==> src/rtl/fault_campaign_pkg.sv <==
// Shared types and default sizing for the fault-injection campaign controller.
// Holds the FSM state enum, the default DATA_W/LOC_W/NUM_LOCS/LATENCY values and the weight width.
package fault_campaign_pkg;

   localparam int DATA_W_DEF   = 128;
   localparam int LOC_W_DEF    = 7;
   localparam int NUM_LOCS_DEF = 128;
   localparam int LATENCY_DEF  = 22;
   localparam int WEIGHT_W     = 8;

   typedef enum logic [2:0] {
      IDLE,
      GOLD_WAIT,
      FAULT_WAIT,
      EMIT,
      DONE
   } state_e;

endpackage

==> src/rtl/fault_campaign_ctrl_popcount.sv <==
// fc_popcount: combinational population count of a DATA_W-bit word.
// Ports: data_i (DATA_W) in, count_o (WEIGHT_W) out.
module fc_popcount
   import fault_campaign_pkg::*;
#(
   parameter int DATA_W = DATA_W_DEF
) (
   input  logic [DATA_W-1:0]   data_i,
   output logic [WEIGHT_W-1:0] count_o
);

   logic [WEIGHT_W-1:0] acc;

   // Written as a flat sum; synthesis balances it into an adder tree.
   always_comb begin
      acc = '0;
      for (int i = 0; i < DATA_W; i++) begin
         acc = acc + WEIGHT_W'(data_i[i]);
      end
      count_o = acc;
   end

endmodule

==> src/rtl/fault_campaign_ctrl.sv <==
// fault_campaign_ctrl: sweeps fault locations, runs golden+faulted encryptions, streams diff records.
// Ports: CLK_50, RST (sync, active-high), start/busy/done, fault_en/fault_loc to the core,
// core_out from the core, rec_valid/rec_ready handshake with rec_loc/rec_golden/rec_diff/rec_weight.
// Build option: FAULT_CAMPAIGN_SKIP_ZERO_EN suppresses records whose diff is all-zero.
module fault_campaign_ctrl
   import fault_campaign_pkg::*;
#(
   parameter int DATA_W   = DATA_W_DEF,
   parameter int LOC_W    = LOC_W_DEF,
   parameter int NUM_LOCS = NUM_LOCS_DEF,
   parameter int LATENCY  = LATENCY_DEF
) (
   input  logic                CLK_50,
   input  logic                RST,
   input  logic                start,
   output logic                busy,
   output logic                done,
   output logic                fault_en,
   output logic [LOC_W-1:0]    fault_loc,
   input  logic [DATA_W-1:0]   core_out,
   output logic                rec_valid,
   input  logic                rec_ready,
   output logic [LOC_W-1:0]    rec_loc,
   output logic [DATA_W-1:0]   rec_golden,
   output logic [DATA_W-1:0]   rec_diff,
   output logic [WEIGHT_W-1:0] rec_weight
);

   localparam int CNT_W = $clog2(LATENCY);
   localparam int LCW   = LOC_W + 1;

   state_e               state_q, state_d;
   logic [CNT_W-1:0]     cnt_q, cnt_d;
   // One spare bit so the last location never wraps when NUM_LOCS = 2^LOC_W.
   logic [LCW-1:0]       loc_q, loc_d;
   logic [DATA_W-1:0]    golden_q, golden_d;
   logic [DATA_W-1:0]    diff_q, diff_d;
   logic [WEIGHT_W-1:0]  weight_q, weight_d;

   logic [DATA_W-1:0]    diff_now;
   logic [WEIGHT_W-1:0]  weight_now;
   logic                 cnt_last;
   logic                 loc_last;

   assign diff_now = golden_q ^ core_out;
   assign cnt_last = (cnt_q == CNT_W'(LATENCY - 1));
   assign loc_last = (loc_q == LCW'(NUM_LOCS - 1));

   fc_popcount #(
      .DATA_W (DATA_W)
   ) u_popcount (
      .data_i  (diff_now),
      .count_o (weight_now)
   );

   always_comb begin
      state_d  = state_q;
      cnt_d    = cnt_q;
      loc_d    = loc_q;
      golden_d = golden_q;
      diff_d   = diff_q;
      weight_d = weight_q;
      unique case (state_q)
         IDLE: begin
            if (start) begin
               state_d = GOLD_WAIT;
               loc_d   = '0;
               cnt_d   = '0;
            end
         end
         GOLD_WAIT: begin
            if (cnt_last) begin
               golden_d = core_out;
               cnt_d    = '0;
               state_d  = FAULT_WAIT;
            end else begin
               cnt_d = cnt_q + CNT_W'(1);
            end
         end
         FAULT_WAIT: begin
            if (cnt_last) begin
               diff_d   = diff_now;
               weight_d = weight_now;
               cnt_d    = '0;
`ifdef FAULT_CAMPAIGN_SKIP_ZERO_EN
               // Ineffective fault: move on without emitting a record.
               if (diff_now == '0) begin
                  if (loc_last) begin
                     state_d = DONE;
                  end else begin
                     loc_d   = loc_q + LCW'(1);
                     state_d = GOLD_WAIT;
                  end
               end else begin
                  state_d = EMIT;
               end
`else
               state_d = EMIT;
`endif
            end else begin
               cnt_d = cnt_q + CNT_W'(1);
            end
         end
         EMIT: begin
            if (rec_ready) begin
               if (loc_last) begin
                  state_d = DONE;
               end else begin
                  loc_d   = loc_q + LCW'(1);
                  state_d = GOLD_WAIT;
               end
            end
         end
         DONE: begin
            state_d = IDLE;
            loc_d   = '0;
         end
         default: state_d = IDLE;
      endcase
   end

   always_ff @(posedge CLK_50) begin
      if (RST) begin
         state_q  <= IDLE;
         cnt_q    <= '0;
         loc_q    <= '0;
         golden_q <= '0;
         diff_q   <= '0;
         weight_q <= '0;
      end else begin
         state_q  <= state_d;
         cnt_q    <= cnt_d;
         loc_q    <= loc_d;
         golden_q <= golden_d;
         diff_q   <= diff_d;
         weight_q <= weight_d;
      end
   end

   assign busy       = (state_q == GOLD_WAIT) || (state_q == FAULT_WAIT) ||
                       (state_q == EMIT);
   assign done       = (state_q == DONE);
   assign fault_en   = (state_q == FAULT_WAIT);
   assign fault_loc  = loc_q[LOC_W-1:0];
   assign rec_valid  = (state_q == EMIT);
   assign rec_loc    = loc_q[LOC_W-1:0];
   assign rec_golden = golden_q;
   assign rec_diff   = diff_q;
   assign rec_weight = weight_q;

endmodule

==> config.mk <==
export PLATFORM = sky130hd
export DESIGN_NAME = fault_campaign_ctrl
export DESIGN_NICKNAME = d
export VERILOG_FILES = /design/src/rtl/fault_campaign_pkg.sv /design/src/rtl/fault_campaign_ctrl_popcount.sv /design/src/rtl/fault_campaign_ctrl.sv
export SDC_FILE = /design/constraint.sdc
export NUM_CORES = 1
export LEC_CHECK = 0
export CAP_MARGIN = 25
export CELL_PAD_IN_SITES_DETAIL_PLACEMENT = 0
export CELL_PAD_IN_SITES_GLOBAL_PLACEMENT = 1
export CORE_MARGIN = 8
export CORE_UTILIZATION = 30
export CTS_CLUSTER_DIAMETER = 40
export DETAILED_ROUTE_END_ITERATION = 10
export PLACE_DENSITY_LB_ADDON = 0.1
export REMOVE_ABC_BUFFERS = 1
export SLEW_MARGIN = 40
export SYNTH_ARGS = -nofsm -noshare
export SYNTH_HDL_FRONTEND = slang
export SYNTH_SLANG_ARGS = --single-unit
==> constraint.sdc <==
create_clock -name CLK_50 -period 20.1 [get_ports CLK_50]
set_clock_uncertainty 0.1 [all_clocks]
set_input_delay 3.015 -clock CLK_50 [delete_from_list [all_inputs] [get_ports CLK_50]]
set_output_delay 3.015 -clock CLK_50 [all_outputs]
set_load 0.02 [all_outputs]
==> run metrics <==
RD Place Congestion=approximately 0.74; Residual DRC=0; Global Route Usage Sum=around 17%; Worst-Margin Slew=~0.86 ns; sequential area share after synthesis=about 39%; Clock transition at path regs=0.05 ns; io pins=414; maxcap violations=0; Synth area leader=dfxtp_1; average cell area after synthesis=8.85 um^2; clock root cell=clkbuf_16; Core Area=47300 um^2; Yosys reg bits=between 200 and 300; Synth Cell Area=~14000 um^2; Vias=11900; CP delay by family, top=adder cells; initial core utilization=30.2%; total global routing overflow=0; status=finished clean; R2R setup slack=around 12 ns; ys async rst share=0%; NumNets Final=2267; Critical Path Fanout Max=3; crit-path cells=clkdlybuf4s50_1 > xor2_1 > ha_1 > inv_1 > fa_1 > fa_1 > inv_1 > fa_1 > fa_1 > fa_1 > fa_1 > fa_1 > fa_1 > fa_1 > inv_1 > fa_1 > fa_1 > inv_1 > fa_1 > a211oi_1 > o21bai_1 > a21oi_1 > or4_1 > nand3_1; clk_lat worst skew=about 0.59 ns; Critical Path Source Type=primary input; Synth Flop Type=dfxtp_1; vias in the first global route=about 12000; CTS Buf Count=between 50 and 60; via-per-instance ratio=4.47; top post-synthesis cells by area=dfxtp_1, fa_1, nand2_1; P&R area growth vs syn=45.4%; largest net degree at the start of global routing=96; RSZ-0062 raised after global routing=no; Detailed Routing Iterations Pass 1=5; number of port buffers=slightly above 400; setup violators final=0; post-synthesis instance total=about 1600; Tmin final=10.55 ns; endpoint class of the critical path=flop; final setup TNS=0 ns; Rows=80; number of H-tree levels=2; count of different cell masters after synthesis=just over 50; Die ar.=approximately 55000 um^2; CP Buf/Inv Count=5; first-pass GRT wire length=~73 mm; cts hold-fix bufs=0; hpwl dp=approximately 35 mm; Setup Buffers After CTS=0; largest buffer count on any clock path=3; Synth top area share=around two fifths; Routed wire per std cell=18.4 um; Hold/Removal Path Class=flop to flop; TritonCTS clock tree=yes; Setup Crit Path Kind=primary input to flop; Detailed Route WL=48.9 mm; fin. max-slew vios=0; Final Hold Fails=0; Post-DRT Antenna Nets=0; Required @ worst endpoint=roughly 20 ns; Top cell by count, worst path=fa_1; fin util=approximately 44%; initial antenna violation count=7; EDFF count, synth=0; Max stage delay cell, worst path=fa_1; layout cells sized above 1=under 10%; die height=~230 um; post-cts sizing count=0; yosys warns=0; Crit path largest cell delay=about 0.56 ns; Horiz. Die Dim=234 um; clock sinks=280; Hold Slack=0.350 ns; Rel. slew slack=a little over two fifths; Crit path arrival time=approximately 11 ns; First DRT Iteration DRCs=between 400 and 500; Max Freq=94.8 MHz; final critical-path share of the clock period=approximately 52%
-- placed cells by master (no fill, tap or decap), types with 29 or more instances in the layout --
cell type / netlist / routed
clkbuf_16: 0 / 57
a21oi_1: 213 / 213
fa_1: 115 / 115
nand2_1: 415 / 414
inv_1: 120 / 120
ha_1: 29 / 29
clkdlybuf4s50_1: 0 / 412
xor2_1: 77 / 77
xnor2_1: 57 / 57
dfxtp_1: 280 / 280
nor2_1: 74 / 74
a211oi_1: 62 / 62
-- layer usage --
layer | track usage (%) | wire length, um
met2 | 29.2 | 24000
met4 | 5.66 | 953
met3 | 5.73 | 3610
met1 | 20.8 | 20300
met5 | 0 | 40
-- tightest hold or removal path: cells and delay by family, from the launching register on --
| kind | cells | cell delay, ns |
|---|---|---|
| AOI/OAI and AO/OA | 1 | 0.05 |
| DFF | 1 | 0.30 |
| and+or+nand+nor | 1 | 0.05 |
-- cell type report --
class,instances,area [um^2]
Fill cell,4719,26600
Multi-Input combinational cell,1109,7730
Sequential cell,280,5610
Timing Repair Buffer,423,4230
Clock buffer,72,1610
Tap cell,615,769
Inverter,121,454
Clock inverter,31,374
Antenna cell,4,10.0
-- sequential cells by signal, indices dropped and copies added, names as in the netlist --
register,cells
rec_golden,128
cnt_q,5
rec_diff,128
loc_q,8
rec_weight,8
state_q,3
-- worst paths after layout --
| path | start | endpoint | depth (start not counted) |
|---|---|---|---|
| min | rec_weight[3] | rec_weight[3] | 2 |
| min reg2reg | rec_weight[3] | rec_weight[3] | 2 |
| max reg2reg | rec_golden[0] | rec_weight[6] | 23 |
| max | core_out[0] | rec_weight[6] | 24 |
-- cell usage after synthesis (3+ instances only) --
| cell type | instances |
|---|---|
| a211oi_1 | 62 |
| a21oi_1 | 213 |
| and2_1 | 3 |
| buf_2 | 45 |
| buf_4 | 20 |
| clkbuf_1 | 39 |
| dfxtp_1 | 280 |
| fa_1 | 115 |
| ha_1 | 29 |
| inv_1 | 120 |
| mux2i_1 | 3 |
| nand2_1 | 415 |
| nand3_1 | 3 |
| nand3b_1 | 3 |
| nand4b_1 | 3 |
| nor2_1 | 74 |
| nor3_1 | 6 |
| o21a_1 | 4 |
| o21ai_0 | 5 |
| xnor2_1 | 57 |
| xor2_1 | 77 |
-- per-stage QoR --
step,instance area (um^2),instances,worst slack (ns)
finish,20800,2655,9.55
detailed placement,18800,2548,8.90
global placement,18800,2548,8.95
global route,20800,2654,9.16
CTS,20800,2651,9.53
floorplan,13800,1510,9.83
-- cells by family after synthesis --
family | after synthesis | share of synthesized area (%)
AOI/OAI and AO/OA | 300 | 12.0
adders and majority gates | 144 | 18.6
and+or+nand+nor | 528 | 14.9
xor gates and xnor gates | 134 | 8.21
muxes | 3 | 0.210
buffers and inverters | 226 | 6.85
DFF | 280 | 39.2
Power is not shown: default switching activity piles up to over one toggle a cycle in this logic, so the estimate is an artifact.
